===== src/rtl/hazard_pkg.sv =====
// Shared parameters, register-file encodings and FSM state type for the
// issue-stage hazard scoreboard.
package hazard_pkg;
    localparam int NUM_REGS = 32;
    localparam int CNT_W    = 2;
    localparam int CNT_MAX  = (1 << CNT_W) - 1;
    localparam int IDX_W    = 5;

    localparam logic RF_SCALAR = 1'b0;
    localparam logic RF_VECTOR = 1'b1;

    typedef enum logic {
        RUN   = 1'b0,
        DRAIN = 1'b1
    } state_e;
endpackage


===== src/rtl/hazard_scoreboard_if.sv =====
// Decode/write-back/flush bundle between the pipeline and the hazard scoreboard.
interface hazard_scoreboard_if #(
    parameter int STALL_CNT_W = 16
);
    import hazard_pkg::*;

    logic                   issue_valid;
    logic                   issue_rf_sel;
    logic [IDX_W-1:0]       issue_rs1;
    logic [IDX_W-1:0]       issue_rs2;
    logic                   issue_use_rs2;
    logic [IDX_W-1:0]       issue_rd;
    logic                   issue_reg_write;
    logic                   wb_valid;
    logic                   wb_rf_sel;
    logic [IDX_W-1:0]       wb_rd;
    logic                   flush;
    logic                   stall_d;
    logic                   issue_fire;
    logic                   drain_busy;
    logic                   wb_underflow;
    logic [STALL_CNT_W-1:0] stall_cycles;

    modport master (
        output issue_valid, issue_rf_sel, issue_rs1, issue_rs2, issue_use_rs2,
               issue_rd, issue_reg_write, wb_valid, wb_rf_sel, wb_rd, flush,
        input  stall_d, issue_fire, drain_busy, wb_underflow, stall_cycles
    );

    modport slave (
        input  issue_valid, issue_rf_sel, issue_rs1, issue_rs2, issue_use_rs2,
               issue_rd, issue_reg_write, wb_valid, wb_rf_sel, wb_rd, flush,
        output stall_d, issue_fire, drain_busy, wb_underflow, stall_cycles
    );
endinterface


===== src/rtl/scoreboard_bank.sv =====
// One register file's worth of pending-write counters with three read ports,
// an all-zero flag (post-update) and an underflow pulse.
module scoreboard_bank #(
    parameter int NUM_REGS  = hazard_pkg::NUM_REGS,
    parameter int CNT_W     = hazard_pkg::CNT_W,
    parameter bit SKIP_ZERO = 1'b0
) (
    input  logic                          clk,
    input  logic                          rst,
    input  logic                          inc_en,
    input  logic [hazard_pkg::IDX_W-1:0]  inc_idx,
    input  logic                          dec_en,
    input  logic [hazard_pkg::IDX_W-1:0]  dec_idx,
    input  logic [hazard_pkg::IDX_W-1:0]  rd_idx1,
    input  logic [hazard_pkg::IDX_W-1:0]  rd_idx2,
    input  logic [hazard_pkg::IDX_W-1:0]  rd_idx3,
    output logic [CNT_W-1:0]              cnt1,
    output logic [CNT_W-1:0]              cnt2,
    output logic [CNT_W-1:0]              cnt3,
    output logic                          all_zero,
    output logic                          underflow
);
    import hazard_pkg::*;

    localparam logic [CNT_W-1:0] MAX_V = '1;

    logic [CNT_W-1:0]    cnt_q [NUM_REGS];
    logic [CNT_W-1:0]    cnt_d [NUM_REGS];
    logic [NUM_REGS-1:0] uf_vec;
    logic [NUM_REGS-1:0] nz_vec;

    generate
        for (genvar gi = 0; gi < NUM_REGS; gi++) begin : g_cnt
            if (SKIP_ZERO && gi == 0) begin : g_fixed
                // Hard-wired register: never pending, never underflows.
                assign cnt_d[gi]  = '0;
                assign uf_vec[gi] = 1'b0;
            end else begin : g_track
                logic hit_inc;
                logic hit_dec;
                assign hit_inc = inc_en && (inc_idx == IDX_W'(gi));
                assign hit_dec = dec_en && (dec_idx == IDX_W'(gi));
                // A coinciding issue and retire cancel out.
                assign cnt_d[gi] =
                    (hit_inc && !hit_dec && cnt_q[gi] != MAX_V) ? cnt_q[gi] + 1'b1 :
                    (hit_dec && !hit_inc && cnt_q[gi] != '0)    ? cnt_q[gi] - 1'b1 :
                                                                  cnt_q[gi];
                assign uf_vec[gi] = hit_dec && (cnt_q[gi] == '0);
            end
            assign nz_vec[gi] = |cnt_d[gi];
        end
    endgenerate

    always_ff @(posedge clk) begin
        if (rst) begin
            for (int i = 0; i < NUM_REGS; i++) cnt_q[i] <= '0;
        end else begin
            for (int i = 0; i < NUM_REGS; i++) cnt_q[i] <= cnt_d[i];
        end
    end

    assign cnt1      = cnt_q[rd_idx1];
    assign cnt2      = cnt_q[rd_idx2];
    assign cnt3      = cnt_q[rd_idx3];
    assign all_zero  = ~|nz_vec;
    assign underflow = |uf_vec;
endmodule


===== src/rtl/hazard_scoreboard.sv =====
// Issue-stage RAW/WAW-depth hazard scoreboard for split scalar/vector register
// files, with a flush-drain FSM and a saturating stall statistic.
module hazard_scoreboard #(
    parameter int NUM_REGS    = hazard_pkg::NUM_REGS,
    parameter int CNT_W       = hazard_pkg::CNT_W,
    parameter int STALL_CNT_W = 16
) (
    input  logic               clk,
    input  logic               rst,
    hazard_scoreboard_if.slave bus
);
    import hazard_pkg::*;

    localparam logic [CNT_W-1:0] CNT_FULL = '1;
    localparam logic [CNT_W-1:0] CNT_ONE  = CNT_W'(1);

    state_e                 state_q, state_d;
    logic                   uf_q, uf_d;
    logic [STALL_CNT_W-1:0] stall_cnt_q, stall_cnt_d;

    logic [CNT_W-1:0] c_rs1 [2];
    logic [CNT_W-1:0] c_rs2 [2];
    logic [CNT_W-1:0] c_rd  [2];
    logic [1:0]       bank_zero;
    logic [1:0]       bank_uf;

    logic rs1_ready, rs2_ready, rd_full, hazard, fire_raw, stall_raw;

    generate
        for (genvar gi = 0; gi < 2; gi++) begin : g_bank
            scoreboard_bank #(
                .NUM_REGS (NUM_REGS),
                .CNT_W    (CNT_W),
                .SKIP_ZERO(gi == 0)
            ) u_bank (
                .clk      (clk),
                .rst      (rst),
                .inc_en   (fire_raw && bus.issue_reg_write && (bus.issue_rf_sel == 1'(gi))),
                .inc_idx  (bus.issue_rd),
                .dec_en   (bus.wb_valid && (bus.wb_rf_sel == 1'(gi))),
                .dec_idx  (bus.wb_rd),
                .rd_idx1  (bus.issue_rs1),
                .rd_idx2  (bus.issue_rs2),
                .rd_idx3  (bus.issue_rd),
                .cnt1     (c_rs1[gi]),
                .cnt2     (c_rs2[gi]),
                .cnt3     (c_rd[gi]),
                .all_zero (bank_zero[gi]),
                .underflow(bank_uf[gi])
            );
        end
    endgenerate

    // A last outstanding write retiring this very cycle satisfies a reader.
    always_comb begin
        rs1_ready = (c_rs1[bus.issue_rf_sel] == '0) ||
                    ((c_rs1[bus.issue_rf_sel] == CNT_ONE) && bus.wb_valid &&
                     (bus.wb_rf_sel == bus.issue_rf_sel) && (bus.wb_rd == bus.issue_rs1));
        rs2_ready = (c_rs2[bus.issue_rf_sel] == '0) ||
                    ((c_rs2[bus.issue_rf_sel] == CNT_ONE) && bus.wb_valid &&
                     (bus.wb_rf_sel == bus.issue_rf_sel) && (bus.wb_rd == bus.issue_rs2));
        rd_full   = (c_rd[bus.issue_rf_sel] == CNT_FULL);
        hazard    = !rs1_ready || (bus.issue_use_rs2 && !rs2_ready) ||
                    (bus.issue_reg_write && rd_full);
        fire_raw  = bus.issue_valid && !hazard && (state_q == RUN) && !bus.flush;
        stall_raw = bus.issue_valid && !fire_raw && !bus.flush;
    end

    always_comb begin
        state_d = state_q;
        case (state_q)
            RUN:     if (bus.flush) state_d = DRAIN;
            DRAIN:   if (!bus.flush && (&bank_zero)) state_d = RUN;
            default: state_d = RUN;
        endcase
    end

    always_comb begin
        uf_d        = uf_q | (|bank_uf);
        stall_cnt_d = stall_cnt_q;
        if ((stall_raw || (bus.issue_valid && state_q == DRAIN)) && !(&stall_cnt_q))
            stall_cnt_d = stall_cnt_q + 1'b1;
    end

    always_ff @(posedge clk) begin
        if (rst) begin
            state_q     <= RUN;
            uf_q        <= 1'b0;
            stall_cnt_q <= '0;
        end else begin
            state_q     <= state_d;
            uf_q        <= uf_d;
            stall_cnt_q <= stall_cnt_d;
        end
    end

    // While reset is held the block presents a clean, hazard-free view.
    assign bus.issue_fire   = rst ? bus.issue_valid : fire_raw;
    assign bus.stall_d      = rst ? 1'b0 : stall_raw;
    assign bus.drain_busy   = !rst && (state_q == DRAIN);
    assign bus.wb_underflow = !rst && uf_q;
    assign bus.stall_cycles = rst ? '0 : stall_cnt_q;
endmodule


===== src/flat_wrapper.sv =====
// flat-port wrapper written by rule: the top's interface ports become plain ports
module hazard_scoreboard_flat import hazard_pkg::*;
#(
    parameter int NUM_REGS    = hazard_pkg::NUM_REGS,
    parameter int CNT_W       = hazard_pkg::CNT_W,
    parameter int STALL_CNT_W = 16
)
  (clk, rst, bus_issue_valid, bus_issue_rf_sel, bus_issue_rs1, bus_issue_rs2, bus_issue_use_rs2, bus_issue_rd, bus_issue_reg_write, bus_wb_valid, bus_wb_rf_sel, bus_wb_rd, bus_flush, bus_stall_d, bus_issue_fire, bus_drain_busy, bus_wb_underflow, bus_stall_cycles);
  hazard_scoreboard_if #(.STALL_CNT_W(STALL_CNT_W)) bus_i ();
  input  logic clk;
  input  logic rst;
  input wire logic [$bits(bus_i.issue_valid)-1:0] bus_issue_valid;
  input wire logic [$bits(bus_i.issue_rf_sel)-1:0] bus_issue_rf_sel;
  input wire logic [$bits(bus_i.issue_rs1)-1:0] bus_issue_rs1;
  input wire logic [$bits(bus_i.issue_rs2)-1:0] bus_issue_rs2;
  input wire logic [$bits(bus_i.issue_use_rs2)-1:0] bus_issue_use_rs2;
  input wire logic [$bits(bus_i.issue_rd)-1:0] bus_issue_rd;
  input wire logic [$bits(bus_i.issue_reg_write)-1:0] bus_issue_reg_write;
  input wire logic [$bits(bus_i.wb_valid)-1:0] bus_wb_valid;
  input wire logic [$bits(bus_i.wb_rf_sel)-1:0] bus_wb_rf_sel;
  input wire logic [$bits(bus_i.wb_rd)-1:0] bus_wb_rd;
  input wire logic [$bits(bus_i.flush)-1:0] bus_flush;
  output wire logic [$bits(bus_i.stall_d)-1:0] bus_stall_d;
  output wire logic [$bits(bus_i.issue_fire)-1:0] bus_issue_fire;
  output wire logic [$bits(bus_i.drain_busy)-1:0] bus_drain_busy;
  output wire logic [$bits(bus_i.wb_underflow)-1:0] bus_wb_underflow;
  output wire logic [$bits(bus_i.stall_cycles)-1:0] bus_stall_cycles;
  assign bus_i.issue_valid = bus_issue_valid;
  assign bus_i.issue_rf_sel = bus_issue_rf_sel;
  assign bus_i.issue_rs1 = bus_issue_rs1;
  assign bus_i.issue_rs2 = bus_issue_rs2;
  assign bus_i.issue_use_rs2 = bus_issue_use_rs2;
  assign bus_i.issue_rd = bus_issue_rd;
  assign bus_i.issue_reg_write = bus_issue_reg_write;
  assign bus_i.wb_valid = bus_wb_valid;
  assign bus_i.wb_rf_sel = bus_wb_rf_sel;
  assign bus_i.wb_rd = bus_wb_rd;
  assign bus_i.flush = bus_flush;
  assign bus_stall_d = bus_i.stall_d;
  assign bus_issue_fire = bus_i.issue_fire;
  assign bus_drain_busy = bus_i.drain_busy;
  assign bus_wb_underflow = bus_i.wb_underflow;
  assign bus_stall_cycles = bus_i.stall_cycles;
  hazard_scoreboard #(.NUM_REGS(NUM_REGS), .CNT_W(CNT_W), .STALL_CNT_W(STALL_CNT_W)) u_core (.clk(clk), .rst(rst), .bus(bus_i));
endmodule

===== config.mk =====
export PLATFORM = sky130hd
export DESIGN_NAME = hazard_scoreboard_flat
export DESIGN_NICKNAME = d
export VERILOG_FILES = /design/src/rtl/hazard_pkg.sv /design/src/rtl/hazard_scoreboard_if.sv /design/src/rtl/scoreboard_bank.sv /design/src/rtl/hazard_scoreboard.sv /design/src/flat_wrapper.sv
export SDC_FILE = /design/constraint.sdc
export NUM_CORES = 1
export LEC_CHECK = 0
export ABC_AREA = 1
export BUFFER_PORTS_ARGS = -buffer_cell sky130_fd_sc_hd__buf_2
export CELL_PAD_IN_SITES_DETAIL_PLACEMENT = 0
export CELL_PAD_IN_SITES_GLOBAL_PLACEMENT = 1
export CORE_MARGIN = 5
export CORE_UTILIZATION = 40
export DETAILED_ROUTE_END_ITERATION = 6
export GPL_TIMING_DRIVEN = 0
export PLACE_DENSITY_LB_ADDON = 0.05
export SETUP_SLACK_MARGIN = 0.02
export SYNTH_ARGS = -nofsm -noshare
export SYNTH_HDL_FRONTEND = slang
export SYNTH_SLANG_ARGS = --single-unit

===== constraint.sdc =====
create_clock -name clk -period 7.41 [get_ports clk]
set_clock_uncertainty 0.15 [all_clocks]
set_input_delay 1.482 -clock clk [delete_from_list [all_inputs] [get_ports clk]]
set_output_delay 1.482 -clock clk [all_outputs]
set_load 0.05 [all_outputs]

=== Word-level counts from Yosys, hierarchy flattened ===
Memory sizes are Yosys's and may differ from the RTL's.
Index checks and enable logic that the tools add are counted.

* Add/subtract/negate cells: 127
* Multiplexer cells: 208
* $lt $le $gt $ge: 1
* Reductions and logical operators: 739
* Bitwise logic cells: 69
* Equal/unequal tests: 131

{| class="wikitable"
|+ Operator list
! cell !! number
|-
| logical AND 1 bit || 464
|-
| 2-to-1 mux 2 bit || 199
|-
| equality test 5 bit, second input constant || 32
|-
| zero test 1 bit || 135
|-
| zero test 2 bit || 65
|-
| adder 2 x 1 -> 2 bit, second input constant || 63
|-
| != test 2 bit, second input constant || 63
|-
| nonzero test 2 bit || 63
|-
| subtractor 2 x 1 -> 2 bit, second input constant || 63
|-
| equality test 5 x 4 -> 1 bit, second input constant || 16
|-
| OR 1 bit || 65
|-
| OR reduction 64 bit || 1
|-
| OR reduction 63 bit || 1
|-
| OR reduction 62 bit || 1
|-
| equality test 5 x 3 -> 1 bit, second input constant || 8
|-
| equality test 5 x 2 -> 1 bit, second input constant || 4
|-
| adder 16 x 1 -> 16 bit, second input constant || 1
|-
| 2-to-1 mux 16 bit || 1
|-
| AND reduction 16 bit || 1
|-
| equality test 5 x 1 -> 1 bit, second input constant || 2
|-
| equality test 5 bit || 2
|-
| zero test 5 bit || 2
|-
| 2-to-1 mux 1 bit || 7
|-
| logical OR 1 bit || 5
|-
| 8 further kinds || 11
|}

* Output and inout port bits: 20
* Flip-flop bits (word level): 18
* Memory bits (writable): 128
* Input bits: 29
* Memories kept: 2

{| class="wikitable"
|+ Memory list
! name !! words !! width !! rd ports !! clocked after Yosys merged registers in !! write ports !! line !! source
|-
| u_core.g_bank[0].u_bank.cnt_q || 32 || 2 || 34 || 0 || 32 || scoreboard_bank.sv:27 || <nowiki>logic [CNT_W-1:0] cnt_q [NUM_REGS];</nowiki>
|-
| u_core.g_bank[1].u_bank.cnt_q || 32 || 2 || 35 || 0 || 32 || scoreboard_bank.sv:27 ||
|}

=== Longest topological paths before layout ===
* Depth in word-level cells: 31
* Gate-level depth with buffers: 33
* Depth with buffers taken out: 30

=== Cells and area by module ===
A second synthesis with hierarchy kept.

* Cell total of the unflattened synthesis: 2772
* Area total of the unflattened synthesis: 15790.1 µm²

{| class="wikitable"
|+ By module, submodules not included
! module !! area an instance (µm²) !! instances !! cells each
|-
| scoreboard_bank at u_core.g_bank[1].u_bank || 7221.9 || 1 || 1263
|-
| scoreboard_bank at u_core.g_bank[0].u_bank || 7118.1 || 1 || 1247
|-
| hazard_scoreboard || 1450.1 || 1 || 262
|}

=== Least setup slack after synthesis ===
OpenSTA, ideal clock, no wires.

* Path type: input to output
* From: in bus_issue_rd[1]
* To: out bus_stall_d
* Path buffers: 2
* Data required time: 5.778 ns
* Stages on the path: 17
* Slack: 2.270 ns
* Arrival: 3.508 ns
* Path through: buf_4 > inv_4 > nand2_2 > buf_4 > nor2_1 > nand2_1 > nand3_1 > nor2_1 > nand2_1 > nand3_1 > nand2_1 > nand2_1 > nand4_1 > a21oi_1 > nor2_1 > nand2_1 > nor2_1

* Longest elaborated chain between the ends: 15
* Elaborated cells on any way between the ends: 16
* Classes of those cells: eq/ne (1); mux (4); reduce/logical (9); memory (2)

{| class="wikitable"
|+ Ends and longest elaborated chain
! what !! line !! source
|-
| from (decl) || flat_wrapper.sv:17 || <nowiki>input wire logic [$bits(bus_i.issue_rd)-1:0] bus_issue_rd;</nowiki>
|-
| memory read (32 x 2 bit) || -- ||
|-
| 2-to-1 mux 2 bit (not written as such) (*) (3 in series) || hazard_scoreboard.sv:62 || <nowiki>rd_full = (c_rd[bus.issue_rf_sel] == CNT_FULL);</nowiki>
|-
| equality test 2 bit (*) || hazard_scoreboard.sv:62 ||
|-
| logical AND 1 bit (*) || hazard_scoreboard.sv:64 || <nowiki>(bus.issue_reg_write && rd_full);</nowiki>
|-
| logical OR 1 bit (*) || hazard_scoreboard.sv:63 || <nowiki>hazard = !rs1_ready || (bus.issue_use_rs2 && !rs2_ready) ||</nowiki>
|-
| zero test 1 bit (*) || hazard_scoreboard.sv:65 || <nowiki>fire_raw = bus.issue_valid && !hazard && (state_q == RUN) && !bus.flush;</nowiki>
|-
| logical AND 1 bit (*) (3 in series) || hazard_scoreboard.sv:65 ||
|-
| zero test 1 bit (*) || hazard_scoreboard.sv:66 || <nowiki>stall_raw = bus.issue_valid && !fire_raw && !bus.flush;</nowiki>
|-
| logical AND 1 bit (*) (2 in series) || hazard_scoreboard.sv:66 ||
|-
| 2-to-1 mux 1 bit (*) || hazard_scoreboard.sv:99 || <nowiki>assign bus.stall_d = rst ? 1'b0 : stall_raw;</nowiki>
|-
| to (decl) || flat_wrapper.sv:23 || <nowiki>output wire logic [$bits(bus_i.stall_d)-1:0] bus_stall_d;</nowiki>
|}

Mark *: on every way between the ends. The rest lies on a longest branch, timed or not. The select of a mux whose other input is x is not followed.

=== Final worst setup path ===
* From: in bus_issue_rs2[3]
* To: out bus_issue_fire

* Longest elaborated chain between the ends: 18
* Elaborated cells on any way between the ends: 21
* Classes of those cells: eq/ne (2); mux (4); reduce/logical (13); memory (2)

{| class="wikitable"
|+ Ends and longest elaborated chain
! what !! line !! source
|-
| from (decl) || flat_wrapper.sv:15 || <nowiki>input wire logic [$bits(bus_i.issue_rs2)-1:0] bus_issue_rs2;</nowiki>
|-
| memory read (32 x 2 bit) || -- ||
|-
| 2-to-1 mux 2 bit (not written as such) (3 in series) || hazard_scoreboard.sv:59, hazard_scoreboard.sv:60 ||
|-
| equality test 2 x 1 -> 1 bit || hazard_scoreboard.sv:60 || <nowiki>((c_rs2[bus.issue_rf_sel] == CNT_ONE) && bus.wb_valid &&</nowiki>
|-
| logical AND 1 bit (2 in series) || hazard_scoreboard.sv:60 ||
|-
| logical AND 1 bit || hazard_scoreboard.sv:61 || <nowiki>(bus.wb_rf_sel == bus.issue_rf_sel) && (bus.wb_rd == bus.issue_rs2));</nowiki>
|-
| logical OR 1 bit (*) || hazard_scoreboard.sv:59 || <nowiki>rs2_ready = (c_rs2[bus.issue_rf_sel] == '0) ||</nowiki>
|-
| zero test 1 bit (*) || hazard_scoreboard.sv:63 ||
|-
| logical AND 1 bit (*) || hazard_scoreboard.sv:63 ||
|-
| logical OR 1 bit (*) (2 in series) || hazard_scoreboard.sv:63 ||
|-
| zero test 1 bit (*) || hazard_scoreboard.sv:65 ||
|-
| logical AND 1 bit (*) (3 in series) || hazard_scoreboard.sv:65 ||
|-
| 2-to-1 mux 1 bit (*) || hazard_scoreboard.sv:98 || <nowiki>assign bus.issue_fire = rst ? bus.issue_valid : fire_raw;</nowiki>
|-
| to (decl) || flat_wrapper.sv:24 || <nowiki>output wire logic [$bits(bus_i.issue_fire)-1:0] bus_issue_fire;</nowiki>
|}

Marks and branches as above.

==> results.sh <==
export IMPL_outcome="complete, no violations"
export IMPL_rr_endpoint="u_core.state_q"
export IMPL_hold_depth=2
export IMPL_htreeDepth=4
export IMPL_fin_nets=3142
export IMPL_drv_cap=0
export IMPL_rsz0062_at_grt="no"
export IMPL_syn_avg_cell_area_um2=5.48
export IMPL_crit_fanout=8
export IMPL_cp_start_kind="input port"
export IMPL_vias=20500
export IMPL_syn_num_nets=3086
export IMPL_ios=49
export IMPL_crit_top_cell="nand2_1"
export IMPL_synth_cell_types=41
export IMPL_final_area_um2=17500
export IMPL_yosysSeqAreaShare_pct=18.0
export IMPL_tightest_slew_ps=1450
export IMPL_min_to="u_core.stall_cnt_q[15]"
export IMPL_ctsRootBufferMaster="clkbuf_16"
export IMPL_die_w_um=210
export IMPL_remaining_drc_errors=0
export IMPL_cts_tree="yes"
export IMPL_crit_start="bus_issue_rs2[3]"
export IMPL_critPathBufInv=3
export IMPL_path_class="input port to output port"
export IMPL_synth_cells=2930
export IMPL_cts_clk_slew_worst_paths_ps=60
export IMPL_power_density_nw_per_um2=121
export IMPL_clk_latency_ps=510
export IMPL_placed_cell_area_um2=16900
export IMPL_drtAntennaViolNets=0
export IMPL_cts_sinks=144
export IMPL_holdBufCountCts=0
export IMPL_die_area_um2=44200
export IMPL_grt_max_degree=17
export IMPL_place_gp_congestion=1.09
export IMPL_initial_core_util_pct=40.4
export IMPL_layout_common_cells="nand2_1 (905), nand3_1 (415), nor2_1 (402)"
export IMPL_hold_ws_ps=349
export IMPL_routed_wl_um=84400
export IMPL_hpwl_um=65700
export IMPL_cp_data_arrival_time_ps=4840
export IMPL_slowest_delay_ps=620
export IMPL_grt_overflow_total=0
export IMPL_drt_iter0_drc=2700
export IMPL_ys_ff_latch=144
export IMPL_grtUsageTotal_pct=37.0
export IMPL_fp_dieH_um=210
export IMPL_grt_pass1_vias=18900
export IMPL_num_antenna_cells=0
export IMPL_post_route_period_util_pct=87.3
export IMPL_ys_warn_count=0
export IMPL_power_leakage_nw=8.18
export IMPL_finalHoldViolCount=0
export IMPL_worstReg2RegStart="u_core.g_bank[0].u_bank.cnt_q[31][0]"
export IMPL_relSlewSlack_pct=2.82
export IMPL_clk_path_buf_depth=2
export IMPL_cts_buffers=17
export IMPL_finalCriticalPeriod_ps=6470
export IMPL_min_path_type="register to register"
export IMPL_antenna_found_initial=2
export IMPL_crit_path_end_kind="output port"
export IMPL_cpMaxStageDelayCell="a21oi_1"
export IMPL_avgRoutedWirePerCell_um=24.0
export IMPL_syn_area_um2=16000
export IMPL_min_from="u_core.stall_cnt_q[14]"
export IMPL_io_buffers=37
export IMPL_clock_fmax_mhz=155
export IMPL_crit_required_ps=5780
export IMPL_core_area_um2=39700
export IMPL_grt_pass1_wl_um=120000
export IMPL_path_cells="clkbuf_1 -> inv_1 -> o21ai_0 -> nor2_1 -> nand3_1 -> nand3_1 -> nand2_1 -> nand3_1 -> nand2_1 -> nand2_1 -> nand3_2 -> a21oi_1 -> nand2_1 -> o21ai_0 -> buf_2"
export IMPL_viasPerCell=5.83
export IMPL_cpLargestDelayFamily="simple AND/OR/NAND/NOR gates"
export IMPL_drv_slew=0
export IMPL_setup_viol=0
export IMPL_area_growth_pct=9.05
export IMPL_drive_gt1_share_pct=4.90
export IMPL_peakVddDrop_uv=151
export IMPL_cts_setup_buffers=0
export IMPL_finalSetupTns_ps=0
export IMPL_layout_commonest_cell="nand2_1"
export IMPL_drt_pre_antenna_iters=6
export IMPL_r2r_slack_ps=2790
export IMPL_post_cts_resize_count=0
export IMPL_num_rows=73
export IMPL_rr_worst_depth=25
-- layout make-up --
type / count / area (um2)
Buffer: 104 / 493
Clock buffer: 20 / 447
Clock inverter: 11 / 164
Fill cell: 4439 / 22200
Inverter: 368 / 1380
Multi-Input combinational cell: 2314 / 11300
Sequential cell: 144 / 2880
Tap cell: 525 / 657
Timing Repair Buffer: 37 / 185
-- cell usage after synthesis (all sizes together) --
cell type  count  share of area (%)
buf           63                2.1
or2            4               0.16
a22oi          1              0.047
o2111ai        1              0.055
and3           2              0.078
xor2           4               0.22
a32o           1              0.062
o22ai          1              0.039
nor4           4               0.16
nor3          69                2.2
a22o           4               0.22
dfxtp        144                 18
nor3b          2              0.094
inv          362                8.5
clkbuf        41               0.97
nand2        909                 21
nand3b        19               0.89
a41oi          1              0.055
o21ai         79                2.5
o211ai        36                1.7
nand4         64                2.5
a221oi        11               0.60
ha           127                9.9
a211oi         2              0.094
nand3        417                 13
nor2         408                9.8
a21oi        146                4.6
o21bai         2              0.094
clkinv         6               0.14
-- power by group --
part | leakage (nW) | internal, mW | switching, mW | total [mW]
Sequential | 1.16 | 0.776 | 0.00194 | 0.778
Clock | 0.296 | 0.566 | 0.405 | 0.972
Combinational | 6.73 | 0.0744 | 0.289 | 0.363
Total | 8.18 | 1.42 | 0.696 | 2.11
-- metrics by stage --
step	setup WS [ps]	utilization, %	total power, mW	std cells
floorplan	2270	-	0.983	2930
global placement	934	42.5	1.14	3492
detailed placement	968	42.5	1.14	3492
CTS	1210	44.0	2.11	3523
global route	967	44.0	2.17	3523
finish	939	44.0	2.11	3523
-- worst reg2reg max path, cell delays in order (launching register included) --
cell and delay (ps):
dfxtp_1 390, inv_1 210, nand2_1 80, nand3_1 90, nand3_1 120, nand3_1 140
nand3_1 160, nand3_1 110, nand2_1 70, nand2_1 60, nand4_1 130, nand2_2 130
nand4_2 460, buf_2 490, nor2_1 230, nand3_1 110, nand3_1 140, nand4_1 120
nor2_1 220, nand2_1 80, nor2_1 90, nand2_1 190, nor2_1 310, nand2_1 120
nand2_1 70, nand2_1 40
-- how the worst max path moves through the flow --
stage                                end  slack, ps  cells after the start
after CTS                 bus_issue_fire       1210                     15
after floorplan              bus_stall_d       2270                     17
after global routing         bus_stall_d        970                     16
final                     bus_issue_fire        940                     15
after global placement    u_core.state_q        930                     28
after detailed placement  u_core.state_q        970                     28
-- flip-flops by register name, summed over array words and instances, names as in the netlist --
register,flops
u_core.g_bank.u_bank.cnt_q,126
u_core.stall_cnt_q,16
u_core.state_q,1
u_core.uf_q,1
-- logic make-up after synthesis --
family	share of synthesized area (%)
flip-flops	18.0
XOR/XNOR	0.218
buffers and inverters	11.7
adder cells (fa/ha/maj)	9.90
AO/OA/AOI/OAI	9.97
AND/OR/NAND/NOR	50.2
-- metal layers --
layer | vias up | GRT usage (%) | wire length, um
li1 | 9597 | - | -
met5 | - | 0 | 24
met1 | 9461 | 47.0 | 33700
met4 | 4 | 25.4 | 6890
met2 | 1181 | 54.7 | 34700
met3 | 298 | 9.69 | 9050
No activity file was read; power rests on OpenSTA's default activity.
